==> config.mk <==
export PLATFORM = sky130hd
export DESIGN_NAME = pc_sequencer
export DESIGN_NICKNAME = d
export VERILOG_FILES = /design/src/rtl/pc_sequencer.sv
export SDC_FILE = /design/constraint.sdc
export NUM_CORES = 1
export LEC_CHECK = 0
export BUFFER_PORTS_ARGS = -buffer_cell sky130_fd_sc_hd__buf_2
export CAP_MARGIN = 10
export CORE_ASPECT_RATIO = 2
export CORE_MARGIN = 2
export CORE_UTILIZATION = 50
export DETAILED_ROUTE_END_ITERATION = 6
export PLACE_DENSITY = 0.82
export SETUP_SLACK_MARGIN = 0.15
export SKIP_CTS_REPAIR_TIMING = 1
export SYNTH_ARGS = -nofsm -noshare
export SYNTH_HDL_FRONTEND = slang
export SYNTH_SLANG_ARGS = --single-unit
==> constraint.sdc <==
create_clock -name clk -period 2.6 [get_ports clk]
set_input_delay 0.52 -clock clk [delete_from_list [all_inputs] [get_ports clk]]
set_output_delay 0.52 -clock clk [all_outputs]
set_load 0.05 [all_outputs]
==> src/rtl/pc_sequencer.sv <==
// rtl/pc_sequencer.sv - PC issue sequencer with multiple outstanding requests, redirect discard and result FIFO
module pc_sequencer #(
  parameter int PC_WIDTH     = 8,
  parameter int DATA_WIDTH   = 8,
  parameter int PC_RESET     = 1,
  parameter int PC_STEP      = 1,
  parameter int MAX_INFLIGHT = 2,
  parameter int RESULT_DEPTH = 4
) (
  input  logic                              clk,
  input  logic                              reset_n,
  input  logic                              enable,
  input  logic                              redirect_valid,
  input  logic [PC_WIDTH-1:0]               redirect_pc,
  output logic                              pipe_dir,
  output logic [PC_WIDTH-1:0]               pipe_data_in,
  input  logic                              pipe_dor,
  input  logic [DATA_WIDTH-1:0]             pipe_data_out,
  output logic                              pipe_ack,
  output logic                              res_valid,
  output logic [DATA_WIDTH-1:0]             res_data,
  input  logic                              res_ready,
  output logic [PC_WIDTH-1:0]               pc,
  output logic [$clog2(MAX_INFLIGHT+1)-1:0] inflight,
  output logic                              err_spurious
);

  localparam int IW = $clog2(MAX_INFLIGHT + 1);
  localparam int AW = (RESULT_DEPTH > 1) ? $clog2(RESULT_DEPTH) : 1;
  localparam int CW = $clog2(RESULT_DEPTH + 1);
  localparam logic [PC_WIDTH-1:0] PC_RST   = PC_WIDTH'(PC_RESET);
  localparam logic [PC_WIDTH-1:0] PC_INC   = PC_WIDTH'(PC_STEP);
  localparam logic [31:0]         MAX_IF   = 32'(MAX_INFLIGHT);
  localparam logic [31:0]         DEPTH    = 32'(RESULT_DEPTH);
  localparam logic [AW-1:0]       LAST_PTR = AW'(RESULT_DEPTH - 1);

  typedef enum logic {WAIT_DOR, ACKING} cpl_state_t;

  cpl_state_t            state;
  logic [DATA_WIDTH-1:0] fifo_mem [RESULT_DEPTH];
  logic [AW-1:0]         rd_ptr;
  logic [AW-1:0]         wr_ptr;
  logic [CW-1:0]         fifo_count;
  logic [IW-1:0]         discard;

  logic issue;
  logic accept;
  logic accept_live;
  logic push;
  logic pop;

  // Credits cover both outstanding requests and buffered results, so a push always has room.
  always_comb begin
    issue = enable && !redirect_valid &&
            (32'(inflight) < MAX_IF) &&
            ((32'(inflight) + 32'(fifo_count)) < DEPTH);
    accept      = (state == WAIT_DOR) && pipe_dor;
    accept_live = accept && (inflight != '0);
    push        = accept_live && (discard == '0) && !redirect_valid;
    pop         = res_valid && res_ready && !redirect_valid;
  end

  assign res_valid = (fifo_count != '0);
  assign res_data  = res_valid ? fifo_mem[rd_ptr] : '0;

  always_ff @(posedge clk) begin
    if (push) begin
      fifo_mem[wr_ptr] <= pipe_data_out;
    end
  end

  always_ff @(posedge clk or negedge reset_n) begin
    if (!reset_n) begin
      pc           <= PC_RST;
      pipe_dir     <= 1'b0;
      pipe_data_in <= '0;
      pipe_ack     <= 1'b0;
      inflight     <= '0;
      discard      <= '0;
      rd_ptr       <= '0;
      wr_ptr       <= '0;
      fifo_count   <= '0;
      err_spurious <= 1'b0;
      state        <= WAIT_DOR;
    end else begin
      if (issue) begin
        pipe_dir     <= 1'b1;
        pipe_data_in <= pc;
        pc           <= pc + PC_INC;
      end else begin
        pipe_dir <= 1'b0;
      end
      if (redirect_valid) begin
        pc <= redirect_pc;
      end

      inflight <= inflight + IW'(issue) - IW'(accept_live);

      case (state)
        WAIT_DOR: begin
          if (pipe_dor) begin
            pipe_ack <= 1'b1;
            state    <= ACKING;
            if (inflight == '0) begin
              err_spurious <= 1'b1;
            end
          end
        end
        default: begin
          pipe_ack <= 1'b0;
          state    <= WAIT_DOR;
        end
      endcase

      // Everything still outstanding at a redirect belongs to the wrong path.
      if (redirect_valid) begin
        discard <= inflight - IW'(accept_live);
      end else if (accept_live && (discard != '0)) begin
        discard <= discard - 1'b1;
      end

      if (redirect_valid) begin
        rd_ptr     <= '0;
        wr_ptr     <= '0;
        fifo_count <= '0;
      end else begin
        if (push) begin
          wr_ptr <= (wr_ptr == LAST_PTR) ? '0 : wr_ptr + 1'b1;
        end
        if (pop) begin
          rd_ptr <= (rd_ptr == LAST_PTR) ? '0 : rd_ptr + 1'b1;
        end
        fifo_count <= fifo_count + CW'(push) - CW'(pop);
      end
    end
  end

endmodule
==> flow_summary_export.csv, run 1 <==
group,metric,value,unit
power,power.density,1080,mW/mm2
grt,antenna_found_initial,0,
logic_synthesis,synth_cell_types,34,
route,avgViaCountPerCell,5.38,
power,p_clk_frac,0.212,
sta,timing.slew.headroom,0.533,
logic_synthesis,synth_area_leaders,"edfxtp_1 34%, dfrtp_1 26%, mux4_2 6.3%",
cts,cts_buffers,9,
logic_synthesis,dominantRegCellSynth,"edfxtp_1",
layout,nets,297,
sta,fmax,420,MHz
logic_synthesis,avgSynthCellArea,14.4,um2
cts,clk_latency,0.33,ns
critical_path,cp.required,2.82,ns
power,pwr-share-seq,0.376,
logic_synthesis,synth_nets,234,
die,io_pins,52,
cts,cts_tree,"yes",
route,wl_met2,2950,um
logic_synthesis,synth_top_area_frac,0.338,
die,die_h,111,um
logic_synthesis,yosysMostFrequentCell,"edfxtp_1",
power,power.switching,1510,uW
logic_synthesis,synth_warnings,0,
sta,tns,0,ns
grt,grt_max_degree,32,
logic_synthesis,synth-seq-cells,63,
layout,nFillCells,417,
critical_path,worstSetupStartpointType,"register",
route,drtIter0Drc,47,
grt,grt_overflow_total,0,
grt,first_global_vias,1895,
die,die_w,57.4,um
layout,layout.cells.non_filler,326,
critical_path,crit_type,"register to register",
die,die_area,0.00635,mm2
min_path,hold_class,"input pin to async pin",
grt,grt_first_pass_wirelength,8780,um
cts,cts_root_buf,"clkbuf_8",
layout,diodes,0,
sta,slew_violations,0,
sta,worst_slew_pin_slew,0.700,ns
sta,rsz0062_at_grt,"false",
logic_synthesis,syn_area,0.00285,mm2
sta,hold_viol,0,
logic_synthesis,yosys-top-cells-count,"32 x edfxtp_1, 30 x dfrtp_1, 13 x ha_1",
place,portBuffers,51,
logic_synthesis,ys_seq_area_frac,0.611,
route,routedLengthMet1,2020,um
cts,clkTransAtPathRegs,0.06,ns
die,rows,38,
route,firstDrtPassIters,4,
critical_path,worstPathMaxFanout,5,
job,cap_violations,0,
critical_path,critical_path.endpoint_type,"register",
place,dp_hpwl,3820,um
die,core_area,0.00547,mm2
route,top_layer,"met4",
logic_synthesis,synthArstFlopShare,0.492,
route,drc,0,
place,place_inst,306,
route,wirelength,5290,um
place,place_congestion,0.801,
sta,period_minus_slack,2.38,ns
power,ir_drop,0.863,mV
cts,clockBufferDepth,2,
layout,design_area,0.00345,mm2
run_status,outcome,"finished, final reports clean",
logic_synthesis,synth_edf_count,32,
logic_synthesis,synth_cells,198,
sta,fin_crit_sh,0.915,
place,placed_area,0.00322,mm2
route,vias,1753,
layout,areaGrowthSynthToFinish,21.1,%
logic_synthesis,yosysTopAreaCell,"edfxtp_1",
cts,cts.sink_count,63,
sta,fin_skew,0.00473,ns
route,wl_per_cell,16.2,um
power,power,3740,uW
cts,htreeDepth,3,
power,p_sw_frac,0.405,
power,leakage,0.00151,uW
route,routed-wl-met3,165,um
power,power_frac_comb,0.412,
route,postRouteAntennaNets,0,
layout,drive_above_1_share,0.398,
sta,hold_ws,0.232,ns
power,p_int,2220,uW
critical_path,worstPathArrival,2.60,ns
sta,setup_violations,0,
die,start_util,0.521,
grt,grt_use_total,0.185,
==> metrics by stage <==
stage	worst slack (ns)	util
final	0.221	0.631
after CTS	0.0277	0.622
after detailed placement	0.126	0.589
after floorplan	0.0579	-
after global routing	0.160	0.631
after global placement	0.210	0.589
==> area by class of cell <==
type	count	area [um2]	share of cell area
Clock buffer	11	131	0.0381
Clock inverter	5	48.8	0.0142
Inverter	11	41.3	0.0120
Multi-Input combinational cell	117	1090	0.316
Sequential cell	63	1750	0.507
Tap cell	60	75.1	0.0218
Timing Repair Buffer	59	315	0.0914
==> final timing paths <==
check	start	slack, ns	depth (start not counted)	to
min reg2reg	state$_DFF_PN0_	0.42	1	pipe_ack$_DFFE_PN0P_
min	reset_n	0.23	1	pipe_dir$_DFF_PN0_
max in group asynchronous	reset_n	1.85	1	inflight[1]$_DFF_PN0_
max	inflight[1]$_DFF_PN0_	0.22	8	inflight[1]$_DFF_PN0_
max reg2reg	inflight[1]$_DFF_PN0_	0.22	8	inflight[1]$_DFF_PN0_
min in group clk	pipe_data_out[5]	0.40	1	fifo_mem[0][5]$_DFFE_PP_
==> layout by cell type (no fill, tap or decap), types with 3 or more instances in the layout <==
cell type,count
mux2_4,8
o21ai_0,6
buf_2,51
xor2_1,7
mux2i_1,3
buf_4,8
and2_1,12
a21oi_1,3
inv_1,9
nor2_1,8
ha_1,10
mux2_2,4
or3_1,3
nand3_1,6
edfxtp_1,32
mux4_2,8
xnor2_1,5
clkbuf_8,9
nor3_1,3
nand2_1,12
ha_4,3
dfrtp_1,27
clkinv_2,3
==> routing by layer <==
layer | track usage | vias up
met4 | 0.101 | 0
met1 | 0.196 | 862
met5 | 0 | -
li1 | - | 836
met3 | 0.0537 | 14
met2 | 0.316 | 41
==> sequential cells by signal, indices dropped and copies added, names as in the netlist <==
| signal | cells |
|---|---|
| wr_ptr | 2 |
| fifo_count | 3 |
| state | 1 |
| err_spurious | 1 |
| inflight | 2 |
| pc | 8 |
| pipe_ack | 1 |
| discard | 2 |
| pipe_data_in | 8 |
| pipe_dir | 1 |
| rd_ptr | 2 |
| fifo_mem | 32 |
==> power by group through the flow <==
stage               combinational (uW)  clock [uW]  sequential [uW]
floorplan                          854           0             1730
detailed placement                1520           0             1430
CTS                               1530         808             1410
global placement                  1490           0             1420
finish                            1540         793             1400
global route                      1650         863             1430
==> kinds of logic after synthesis <==
family | count (synthesis) | share of synthesized area
mux | 23 | 0.132
flops | 63 | 0.611
buf+inv | 18 | 0.0268
xor+xnor | 13 | 0.0400
compound gates | 10 | 0.0185
fa+ha+maj | 14 | 0.0642
simple gates | 57 | 0.108
==> critical path, cell delays in order (launching register included) <==
cell     delay [ns]
dfrtp_4        0.51
ha_4           0.17
or4b_4         0.51
or3_4          0.37
ha_4           0.27
inv_2          0.04
ha_4           0.15
xnor2_2        0.13
xnor2_1        0.12
(Power assumes the default switching activity.)
==> run 2: changes to the inputs <==
--- a/config.mk
+++ b/config.mk
@@ -7,7 +7,7 @@
 export LEC_CHECK = 0
 export BUFFER_PORTS_ARGS = -buffer_cell sky130_fd_sc_hd__buf_2
 export CAP_MARGIN = 10
-export CORE_ASPECT_RATIO = 2
+export CORE_ASPECT_RATIO = 1.75
 export CORE_MARGIN = 2
 export CORE_UTILIZATION = 50
 export DETAILED_ROUTE_END_ITERATION = 6
==> run 2 against run 1 <==
Against the previous run:
- sequential share of layout area is 1.0 points lower
- setup slack worse by 0.040 ns
- count of clock-buffer cells in the layout is 2 lower
==> flow_summary_export.csv, run 2 (synthesis results as in run 1) <==
group,metric,value,unit
cts,cts.sink_count,63,
sta,timing.slew.headroom,0.545,
critical_path,worstPathMaxFanout,7,
layout,nets,293,
sta,fmax,413,MHz
route,postRouteAntennaNets,0,
cts,clockBufferDepth,2,
place,dp_hpwl,3540,um
die,core_area,0.00554,mm2
critical_path,crit_type,"register to register",
grt,grt_first_pass_wirelength,8070,um
grt,grt_use_total,0.178,
critical_path,worstSetupStartpointType,"register",
sta,slew_violations,0,
die,die_h,104,um
sta,fin_crit_sh,0.930,
sta,rsz0062_at_grt,"true",
grt,first_global_vias,1727,
grt,grt_max_degree,32,
critical_path,cp.required,2.83,ns
cts,htreeDepth,3,
route,drtIter0Drc,60,
critical_path,worstPathArrival,2.65,ns
layout,layout_common_cells,"51 x buf_2, 32 x edfxtp_1, 27 x dfrtp_1",
critical_path,ff2ff_setup_slack,0.18,ns
route,firstDrtPassIters,4,
die,io_pins,52,
cts,cts_root_buf,"clkbuf_8",
route,top_layer,"met4",
sta,fin_skew,0.00595,ns
place,place_ws,0.143,ns
sta,worst_slew_pin_slew,0.682,ns
sta,setup_slack,0.182,ns
critical_path,critical_path.endpoint_type,"register",
die,rows,36,
layout,nFillCells,427,
place,placed_area,0.00324,mm2
route,drc,0,
power,power.density,1150,mW/mm2
sta,tns,0,ns
power,leakage,0.00152,uW
place,place_congestion,0.780,
die,die_area,0.00634,mm2
power,ir_drop,0.581,mV
grt,grt_overflow_total,0,
layout,drive_above_1_share,0.393,
route,routed-wl-met3,194,um
grt,antenna_found_initial,0,
route,wl_per_cell,14.8,um
layout,mostFrequentLayoutCell,"buf_2",
layout,design_area,0.00351,mm2
min_path,hold_class,"input pin to async pin",
layout,regMostFlops,"fifo_mem",
die,die_w,61.0,um
sta,setup_violations,0,
layout,largest_reg_flops,32,
cts,clk_latency,0.34,ns
cts,cts_buffers,9,
job,cap_violations,0,
sta,period_minus_slack,2.42,ns
layout,areaGrowthSynthToFinish,23.5,%
place,portBuffers,51,
layout,reg_top3,"fifo_mem: 32 flops, pc: 8 flops, pipe_data_in: 8 flops",
run_status,outcome,"finished, final reports clean",
cts,clkTransAtPathRegs,0.07,ns
route,wirelength,5020,um
cts,cts_tree,"yes",
route,routedLengthMet1,1960,um
route,wl_met2,2700,um
layout,diodes,0,
die,start_util,0.514,
route,vias,1719,
route,avgViaCountPerCell,5.09,
sta,hold_viol,0,
-- run 2: changes by cell type in the layout (fill, tap and decap cells not counted), sizes merged --
cell	delta
bufinv	+3
clkbuf	-2
clkinv	-2
clkinvlp	+1
buf	-4
-- run 2: final cells by class --
type	count	area [um2]	share of cell area
inverters	11	41.3	0.0117
clock inverters	7	145	0.0413
clock buffers	9	124	0.0352
repair buffers	55	285	0.0812
flip-flops and latches	63	1740	0.496
multi-input cells	117	1080	0.307
well taps	76	95.1	0.0271
-- run 2: through the flow --
stage	util	hold slack, ns	std cells	power, uW
after CTS	0.634	0.230	338	4070
after global placement	0.585	0.421	322	2900
after floorplan	-	0.224	198	2590
final	0.634	0.216	338	4030
after global routing	0.634	0.275	338	4240
after detailed placement	0.585	0.408	322	2930
-- run 2: worst paths after layout --
check / startpoint / end / cells after the start
min: reset_n / pipe_data_in[3]$_DFFE_PN0P_ / 1
min reg2reg: state$_DFF_PN0_ / pipe_ack$_DFFE_PN0P_ / 1
max reg2reg: inflight[1]$_DFF_PN0_ / inflight[1]$_DFF_PN0_ / 8
max in group asynchronous: reset_n / inflight[1]$_DFF_PN0_ / 1
max: inflight[1]$_DFF_PN0_ / inflight[1]$_DFF_PN0_ / 8
min in group clk: redirect_pc[1] / pc[1]$_DFFE_PN0P_ / 3
-- run 2: critical path: stages (launching register included) --
cell and delay, ns:
dfrtp_4 0.53, ha_4 0.17, or4b_4 0.50, or3_1 0.38
ha_4 0.29, inv_2 0.04, ha_4 0.15, xnor2_2 0.13
xnor2_1 0.12
-- run 2: power by group --
part / switching, uW / internal (uW) / leakage (uW)
logic: 966 / 541 / 0.000730
clock network: 382 / 736 / 0.000130
registers: 179 / 1220 / 0.000665
total: 1530 / 2500 / 0.00152
-- run 2: routing by layer --
| layer | up-vias | track usage |
|---|---|---|
| li1 | 823 | - |
| met1 | 840 | 0.203 |
| met2 | 43 | 0.285 |
| met3 | 13 | 0.0562 |
| met4 | 0 | 0.0932 |
| met5 | - | 0 |
==> run 3: changes to the inputs <==
--- a/config.mk
+++ b/config.mk
@@ -8,7 +8,6 @@
 export BUFFER_PORTS_ARGS = -buffer_cell sky130_fd_sc_hd__buf_2
 export CAP_MARGIN = 10
 export CORE_ASPECT_RATIO = 1.75
-export CORE_MARGIN = 2
 export CORE_UTILIZATION = 50
 export DETAILED_ROUTE_END_ITERATION = 6
 export PLACE_DENSITY = 0.82
==> constraint.sdc (replaced) <==
create_clock -name clk -period 2.6 [get_ports clk]
set_input_delay 0.39 -clock clk [delete_from_list [all_inputs] [get_ports clk]]
set_output_delay 0.39 -clock clk [all_outputs]
set_load 0.05 [all_outputs]
==> run 3 against run 2 <==
Against the previous run:
- hold slack worse by 0.12 ns
- total power down 6.7%
- wire length down 1.7%
- count of clock-buffer cells in the layout up 4
- largest cell class unchanged
==> flow_summary_export.csv, run 3 (synthesis results as in run 1) <==
group,metric,value,unit
critical_path,cp.required,2.82,ns
layout,largest_reg_flops,32,
min_path,hold_class,"input pin to async pin",
route,avgViaCountPerCell,5.10,
power,ir_drop,0.779,mV
die,die_w,59.0,um
route,drc,0,
critical_path,ff2ff_setup_slack,0.20,ns
route,postRouteAntennaNets,0,
sta,slew_violations,0,
grt,first_global_vias,1748,
critical_path,worstPathMaxFanout,7,
critical_path,critical_path.endpoint_type,"register",
grt,grt_max_degree,32,
power,leakage,0.00150,uW
place,dp_hpwl,3570,um
place,place_congestion,0.777,
layout,drive_above_1_share,0.389,
route,wirelength,4930,um
cts,clkTransAtPathRegs,0.06,ns
route,vias,1725,
place,portBuffers,51,
layout,regMostFlops,"fifo_mem",
grt,grt.met3_usage,0.0532,
layout,reg_top3,"fifo_mem: 32 flops, pc: 8 flops, pipe_data_in: 8 flops",
place,placed_area,0.00324,mm2
grt,grt_overflow_total,0,
sta,hold_viol,0,
critical_path,r2r-end,"inflight[1]$_DFF_PN0_",
die,start_util,0.514,
cts,clk_latency,0.33,ns
grt,grt_first_pass_wirelength,7960,um
sta,worst_slew_pin_slew,0.687,ns
critical_path,crit_type,"register to register",
sta,hold_ws,0.0953,ns
layout,areaGrowthSynthToFinish,21.3,%
grt,grtUsageMet2,0.330,
layout,layout_common_cells,"51 x buf_2, 32 x edfxtp_1, 27 x dfrtp_1",
route,wl_per_cell,14.6,um
layout,mostFrequentLayoutCell,"buf_2",
route,drtIter0Drc,33,
critical_path,r2r_cells,8,
cts,cts.sink_count,63,
run_status,outcome,"finished, final reports clean",
sta,setup_violations,0,
critical_path,startpoint,"inflight[1]$_DFF_PN0_",
critical_path,worstSetupStartpointType,"register",
cts,htreeDepth,3,
die,die_h,102,um
die,rows,36,
sta,period_minus_slack,2.40,ns
power,power.density,1090,mW/mm2
grt,met1_usage,0.197,
sta,timing.slew.headroom,0.542,
grt,top_usage_layer,"met2",
sta,fin_crit_sh,0.922,
critical_path,worstPathArrival,2.61,ns
critical_path,endpoint,"inflight[1]$_DFF_PN0_",
cts,cts_root_buf,"clkbuf_8",
sta,tns,0,ns
die,io_pins,52,
grt,grt_use_total,0.187,
layout,diodes,0,
cts,cts_tree,"yes",
power,power,3760,uW
layout,nets,293,
die,die_area,0.00601,mm2
sta,fmax,417,MHz
route,firstDrtPassIters,4,
sta,rsz0062_at_grt,"true",
critical_path,rr_startpoint,"inflight[1]$_DFF_PN0_",
grt,antenna_found_initial,0,
job,cap_violations,0,
layout,design_area,0.00345,mm2
cts,cts_buffers,9,
die,core_area,0.00554,mm2
sta,fin_skew,0.00683,ns
cts,clockBufferDepth,2,
layout,nFillCells,427,
[run 3: cell count changes in the layout (fill, tap and decap cells not counted)]
cell and change:
clkbuf_1 +2, clkbuf_8 +2, bufinv_16 -3, or3_4 +1
clkinv_2 +1, clkinv_4 -2, or3_1 -1
[run 3: power breakdown]
group,internal [uW],leakage (uW),switching [uW]
sequential,1220,0.000665,179
combinational,544,0.000732,965
clock,494,0.0000996,351
[run 3: critical path: stages, from the launching register on]
cell and delay (ns):
dfrtp_4 0.53, ha_4 0.18, or4b_4 0.51, or3_4 0.37, ha_4 0.27, inv_2 0.03
ha_4 0.15, xnor2_2 0.13, xnor2_1 0.12
[run 3: how the worst min path moves through the flow]
stage                     from                           to  slack, ns
3_3_place_gp   state$_DFF_PN0_         pipe_ack$_DFFE_PN0P_       0.41
5_1_grt                reset_n  pipe_data_in[5]$_DFFE_PN0P_       0.14
6_report               reset_n           pipe_dir$_DFF_PN0_        0.1
2_1_floorplan          reset_n       discard[0]$_DFFE_PN0P_       0.09
3_5_place_dp   state$_DFF_PN0_         pipe_ack$_DFFE_PN0P_       0.41
4_1_cts                reset_n           pipe_dir$_DFF_PN0_       0.10
[run 3: routing by layer]
layer / part of all wire / up-vias
met2: 0.57 / 32
met3: 0.028 / 8
met1: 0.38 / 859
met4: 0.017 / 0
met5: 0 / -
li1: - / 826
[run 3: layout make-up]
cell class	count	area, um2	share of cell area
clock buffers	13	159	0.0460
clock inverters	3	42.5	0.0123
inverters	11	41.3	0.0120
multi-input cells	117	1080	0.314
flip-flops and latches	63	1740	0.505
well taps	76	95.1	0.0275
repair buffers	55	285	0.0826
[run 3: through the flow]
step           setup WS, ns  utilization  instances
5_1_grt               0.127        0.623        338
4_1_cts               0.157        0.622        338
3_3_place_gp          0.218        0.585        322
2_1_floorplan        0.0579            -        198
3_5_place_dp          0.181        0.585        322
6_report              0.202        0.623        338
